--- src/rtl/traffic_countdown_display.sv ---
// Two-digit countdown display for the traffic-light controller: sequential binary-to-BCD
// conversion, multiplexed digit scan with leading-zero blanking, and blinking in amber phases.
module traffic_countdown_display #(
    parameter int unsigned SCAN_DIV  = 50000,
    parameter int unsigned BLINK_DIV = 12500000
) (
    input  logic       clk,
    input  logic       rst_n,
    input  logic [4:0] time_left,
    input  logic [1:0] state,
    output logic [7:0] seg,
    output logic [1:0] an,
    output logic       busy
);

    localparam int unsigned ScanW  = (SCAN_DIV > 2) ? $clog2(SCAN_DIV) : 1;
    localparam int unsigned BlinkW = (BLINK_DIV > 2) ? $clog2(BLINK_DIV) : 1;

    typedef enum logic [1:0] {StIdle, StShift, StDone} conv_state_e;

    conv_state_e conv_q, conv_d;
    logic [4:0]  held_q, held_d;
    logic        pend_q, pend_d;
    logic [4:0]  bin_q, bin_d;
    logic [7:0]  bcd_q, bcd_d;
    logic [2:0]  shift_cnt_q, shift_cnt_d;
    logic        busy_q, busy_d;
    logic [3:0]  tens_q, tens_d;
    logic [3:0]  ones_q, ones_d;

    logic [ScanW-1:0]  scan_cnt_q, scan_cnt_d;
    logic              digit_sel_q, digit_sel_d;
    logic [BlinkW-1:0] blink_cnt_q, blink_cnt_d;
    logic              blink_phase_q, blink_phase_d;
    logic [7:0]        seg_q, seg_d;
    logic [1:0]        an_q, an_d;

    logic [7:0] bcd_adj;
    logic [3:0] digit_nib;

    function automatic logic [3:0] add3(input logic [3:0] nib);
        return (nib >= 4'd5) ? nib + 4'd3 : nib;
    endfunction

    function automatic logic [7:0] seg_code(input logic [3:0] nib);
        logic [7:0] code;
        unique case (nib)
            4'd0:    code = 8'hC0;
            4'd1:    code = 8'hF9;
            4'd2:    code = 8'hA4;
            4'd3:    code = 8'hB0;
            4'd4:    code = 8'h99;
            4'd5:    code = 8'h92;
            4'd6:    code = 8'h82;
            4'd7:    code = 8'hF8;
            4'd8:    code = 8'h80;
            4'd9:    code = 8'h90;
            default: code = 8'hFF;
        endcase
        return code;
    endfunction

    // Conversion FSM: capture, five add-3/shift steps, then publish the digits.
    always_comb begin
        conv_d      = conv_q;
        held_d      = held_q;
        pend_d      = pend_q;
        bin_d       = bin_q;
        bcd_d       = bcd_q;
        shift_cnt_d = shift_cnt_q;
        busy_d      = busy_q;
        tens_d      = tens_q;
        ones_d      = ones_q;
        bcd_adj     = {add3(bcd_q[7:4]), add3(bcd_q[3:0])};
        unique case (conv_q)
            StIdle: begin
                if ((time_left != held_q) || pend_q) begin
                    held_d      = time_left;
                    pend_d      = 1'b0;
                    bin_d       = time_left;
                    bcd_d       = 8'd0;
                    shift_cnt_d = 3'd0;
                    busy_d      = 1'b1;
                    conv_d      = StShift;
                end
            end
            StShift: begin
                {bcd_d, bin_d} = {bcd_adj[6:0], bin_q, 1'b0};
                shift_cnt_d    = shift_cnt_q + 3'd1;
                if (shift_cnt_q == 3'd4) begin
                    conv_d = StDone;
                end
            end
            StDone: begin
                tens_d = bcd_q[7:4];
                ones_d = bcd_q[3:0];
                busy_d = 1'b0;
                conv_d = StIdle;
            end
            default: conv_d = StIdle;
        endcase
    end

    // Scan, blink and registered display outputs.
    always_comb begin
        scan_cnt_d    = scan_cnt_q + ScanW'(1);
        digit_sel_d   = digit_sel_q;
        blink_cnt_d   = '0;
        blink_phase_d = 1'b0;
        if (scan_cnt_q == ScanW'(SCAN_DIV - 1)) begin
            scan_cnt_d  = '0;
            digit_sel_d = ~digit_sel_q;
        end
        if (state[0]) begin
            blink_phase_d = blink_phase_q;
            if (blink_cnt_q == BlinkW'(BLINK_DIV - 1)) begin
                blink_phase_d = ~blink_phase_q;
            end else begin
                blink_cnt_d = blink_cnt_q + BlinkW'(1);
            end
        end
        digit_nib = digit_sel_q ? tens_q : ones_q;
        seg_d     = seg_code(digit_nib);
        if (blink_phase_q) begin
            an_d = 2'b11;
        end else if (digit_sel_q) begin
            an_d = (tens_q == 4'd0) ? 2'b11 : 2'b01;
        end else begin
            an_d = 2'b10;
        end
    end

    always_ff @(posedge clk) begin
        if (!rst_n) begin
            conv_q        <= StIdle;
            held_q        <= 5'd0;
            pend_q        <= 1'b1;
            bin_q         <= 5'd0;
            bcd_q         <= 8'd0;
            shift_cnt_q   <= 3'd0;
            busy_q        <= 1'b0;
            tens_q        <= 4'd0;
            ones_q        <= 4'd0;
            scan_cnt_q    <= '0;
            digit_sel_q   <= 1'b0;
            blink_cnt_q   <= '0;
            blink_phase_q <= 1'b0;
            seg_q         <= 8'hFF;
            an_q          <= 2'b11;
        end else begin
            conv_q        <= conv_d;
            held_q        <= held_d;
            pend_q        <= pend_d;
            bin_q         <= bin_d;
            bcd_q         <= bcd_d;
            shift_cnt_q   <= shift_cnt_d;
            busy_q        <= busy_d;
            tens_q        <= tens_d;
            ones_q        <= ones_d;
            scan_cnt_q    <= scan_cnt_d;
            digit_sel_q   <= digit_sel_d;
            blink_cnt_q   <= blink_cnt_d;
            blink_phase_q <= blink_phase_d;
            seg_q         <= seg_d;
            an_q          <= an_d;
        end
    end

    assign seg  = seg_q;
    assign an   = an_q;
    assign busy = busy_q;

endmodule

--- config.mk ---
export PLATFORM = sky130hd
export DESIGN_NAME = traffic_countdown_display
export DESIGN_NICKNAME = d
export VERILOG_FILES = /design/src/rtl/traffic_countdown_display.sv
export SDC_FILE = /design/constraint.sdc
export NUM_CORES = 1
export LEC_CHECK = 0
export BUFFER_PORTS_ARGS = -buffer_cell sky130_fd_sc_hd__buf_2
export CORE_MARGIN = 5
export CORE_UTILIZATION = 61
export DETAILED_ROUTE_END_ITERATION = 6
export GPL_ROUTABILITY_DRIVEN = 0
export HOLD_SLACK_MARGIN = 0.12
export PLACE_DENSITY = 0.79
export SYNTH_ARGS = -nofsm -noshare
export SYNTH_HDL_FRONTEND = slang
export SYNTH_SLANG_ARGS = --single-unit
--- constraint.sdc ---
create_clock -name clk -period 2.2 [get_ports clk]
set_input_delay 0.11 -clock clk [delete_from_list [all_inputs] [get_ports clk]]
set_output_delay 0.11 -clock clk [all_outputs]
set_load 0.02 [all_outputs]
==> impl_metrics.toml <==
[hold_path]
hp-start = "rst_n"
worst_min_delay_path_endpoint = "blink_cnt_q[18]$_SDFF_PP0_"
min_path_cells = 4
hold_class = "in -> reg"

[run_status]
status = "completed"

[power]
pwr_density_cell_nw_per_um2 = 631.2
leakagePower_nw = 1.574
ir_drop_uv = 429.6

[logic_synthesis]
post-synth-top-area-cell = "dfxtp_1"
synth-edff-count = 0
mappedNetlistArea_sq_um = 3896
synth_cell_types = 52
synth_area_per_cell_sq_um = 8.875
mappedNetlistNets = 461
synth_top_flop_cell = "dfxtp_1"
ys.warnings.count = 0
synth.area.top_cells = "dfxtp_1, xor2_1, nand2_1"
synth-seq-cells = 84
post_synthesis_async_set_or_reset_flop_share_pct = 0
synth.top_cell.area_share_pct = 43.16
synth_cells = 439
synth-seq-area-share_pct = 43.16

[global_route]
number_of_global_route_vias_before_repair = 3000
grt.met2_usage_pct = 30.67
antenna_found_initial = 0
grt_first_pass_wirelength_um = 12970
total_track_usage_pct = 18.72
overflow_after_grt = 0
top_usage_layer = "met2"
grt_start_max_net_pins = 55
groute.layer.met1.usage_pct = 23.37
groute.layer.met3.usage_pct = 4.007

[detailed_routing]
route.detailed.wl_per_inst_um = 13.46
route.detailed.vias_per_inst = 5.763
route.detailed.drc = 0
initialDrtViolationCount = 143
drt_pass1_iterations = 4
dr_total_vias = 3141
antenna_left = 0
drt-total-wl_um = 7333

[critical_path]
cp-start-kind = "flip-flop"
critPathKind = "reg -> reg"
critical_path.max_stage_delay_ns = 0.53
crit_path_top_delay_cell = "dfxtp_1"
worstPathMaxFanout = 8
r2r.worst_path.cells = 5
timing.rr.end = "seg[5]$_SDFF_PN1_"
worstReg2RegStart = "digit_sel_q$_SDFFE_PN0N_"
ff2ff_setup_slack_ns = 0.32
setup.worst_path.end_class = "flip-flop"
crit_required_ns = 2.41
crit_arrival_ns = 2.10
sequence_of_cells_on_the_critical_path = "mux2i_1 -> inv_1 -> ha_1 -> nor3_1 -> o21ai_1"

[sta]
rsz0062_at_grt = "false"
hold_violations_final = 0
finalCritPeriodShare_pct = 85.57
timing.slew.headroom_pct = 46.71
fin_skew_ns = 0.01107
final-max-slew-violation-count = 0
worst_tran_pin_value_ns = 0.7957
timing.final.setup_violations = 0
setup_total_negative_slack_ns = 0
period_needed_ns = 1.883
finalWorstSetupSlack_ns = 0.3175
clock.fmax_mhz = 531.2

[cts]
cts.reportedPaths.clkPinSlew_ns = 0.08
clk_root_buffer_cell = "clkbuf_8"
worstSkewPairLatency_ns = 0.34
tritoncts_clock_tree = "built"
cts_num_sinks = 84
clock_tree.htree_level_count = 3
cts_buffers = 9
cts_max_path_buffers = 2

[floorplanning]
initial_standard_cell_utilization_of_the_core_pct = 62.07
io_pins = 20
die_w_um = 89.92
floorplan.die_area_sq_um = 8086
placeable_core_area_sq_um = 6277
dieHeight_um = 89.92
core.rowCount = 29

[final_layout]
antenna_diode_count = 0
fin_nets = 485
layout-drive-gt1-share_pct = 10.47
layout-area-overhead-vs-synth_pct = 9.537
fin_util_pct = 67.99
final_cell_count_no_fill = 545

[placement]
place.port_buffers = 17
place_ws_ns = 0.3269
dpl.cell_count = 522
hpwl_um = 5068

[job]
drv.max_cap_violation_count = 0
worst max-delay path: cells and delay by family, from the launching register on:
| family | cells | cell delay, ns |
|---|---|---|
| mux | 1 | 0.47 |
| buf+inv | 1 | 0.17 |
| fa+ha+maj | 1 | 0.23 |
| compound gates | 1 | 0.10 |
| simple gates | 1 | 0.26 |
| flops | 1 | 0.53 |
report_power, final:
part | internal (W) | switching [W]
logic | 0.0000740 | 0.000106
registers | 0.00156 | 0.0000248
clock network | 0.000410 | 0.000523
total | 0.00204 | 0.000654
flip-flops by register name, indices dropped and copies added (netlist names), 2 cells and up:
signal,flops
an,2
bcd_q,8
bin_q,5
blink_cnt_q,24
conv_q,2
held_q,5
ones_q,4
scan_cnt_q,16
seg,7
shift_cnt_q,3
tens_q,4
layout make-up:
type / instances / area (sq um)
timing repair buffer: 31 / 207.7
inverter: 14 / 52.55
fill: 509 / 2009
sequential: 84 / 1682
tap: 77 / 96.34
clock buffer: 12 / 135.1
multi-input combinational: 323 / 2068
clock inverter: 4 / 26.28
synthesized netlist by cell type, drive strengths merged, types with 2 or more instances:
| cell type | instances |
|---|---|
| a21boi | 10 |
| a21oi | 24 |
| and2 | 4 |
| and3 | 9 |
| and4 | 5 |
| buf | 9 |
| clkbuf | 9 |
| dfxtp | 84 |
| ha | 13 |
| inv | 14 |
| mux2 | 4 |
| mux2i | 8 |
| nand2 | 51 |
| nand2b | 5 |
| nand3 | 27 |
| nand4 | 12 |
| nand4b | 2 |
| nor2 | 32 |
| nor2b | 2 |
| nor3 | 3 |
| nor4 | 3 |
| nor4bb | 2 |
| o21a | 5 |
| o21ai | 25 |
| o221a | 4 |
| o22ai | 4 |
| o31ai | 6 |
| or2 | 3 |
| or3 | 6 |
| or4 | 10 |
| xnor2 | 14 |
| xor2 | 22 |
through the flow:
stage	instance area (sq um)	total power [W]	hold slack, ns
2_1_floorplan	3896	0.001736	0.2521
3_3_place_gp	4036	0.001780	0.3939
3_5_place_dp	4036	0.001786	0.3944
4_1_cts	4268	0.002719	0.1607
5_1_grt	4268	0.002815	0.1923
6_report	4268	0.002694	0.1903
repair_timing:
item	in CTS	in global routing
buffers inserted	0	0
resized for setup	0	0
hold buffers	7	0
hold endpoints to repair	11	0
worst max-delay path by stage:
stage	startpoint	endpoint	slack, ns	depth (start not counted)
floorplan	blink_cnt_q[0]$_SDFF_PP0_	blink_cnt_q[17]$_SDFF_PP0_	0.55	6
global placement	digit_sel_q$_SDFFE_PN0N_	seg[5]$_SDFF_PN1_	0.40	5
detailed placement	digit_sel_q$_SDFFE_PN0N_	seg[5]$_SDFF_PN1_	0.33	5
CTS	digit_sel_q$_SDFFE_PN0N_	seg[5]$_SDFF_PN1_	0.31	5
global route	digit_sel_q$_SDFFE_PN0N_	seg[5]$_SDFF_PN1_	0.09	5
finish	digit_sel_q$_SDFFE_PN0N_	seg[5]$_SDFF_PN1_	0.32	5
cells by family (layout without fill, tap and decap cells):
| kind of cell | count (synthesis) | count (layout) | synth area share [%] |
|---|---|---|---|
| adders and majority gates | 13 | 13 | 4.175 |
| other | 1 | 1 | 0.09625 |
| xor gates and xnor gates | 36 | 36 | 8.092 |
| buffers and inverters | 32 | 61 | 3.757 |
| AOI/OAI and AO/OA | 82 | 82 | 13.23 |
| DFF | 84 | 84 | 43.16 |
| muxes | 12 | 12 | 3.211 |
| and+or+nand+nor | 179 | 179 | 24.28 |
cells in the final DEF (no fill, tap or decap), drive strengths merged, types with 12 or more instances in the layout:
cell type and n:
a21oi 24, buf 24, clkbuf 12, dfxtp 84, ha 13, inv 14, nand2 51, nand3 27
nand4 12, nor2 32, o21ai 25, xnor2 14, xor2 22
metal layers:
metal | wire length [um] | part of all wire [%]
met1 | 3451 | 47
met2 | 3487 | 48
met3 | 237 | 3.2
met4 | 156 | 2.1
met5 | 0 | 0
Note: power is estimated with default switching activity, not from simulation.
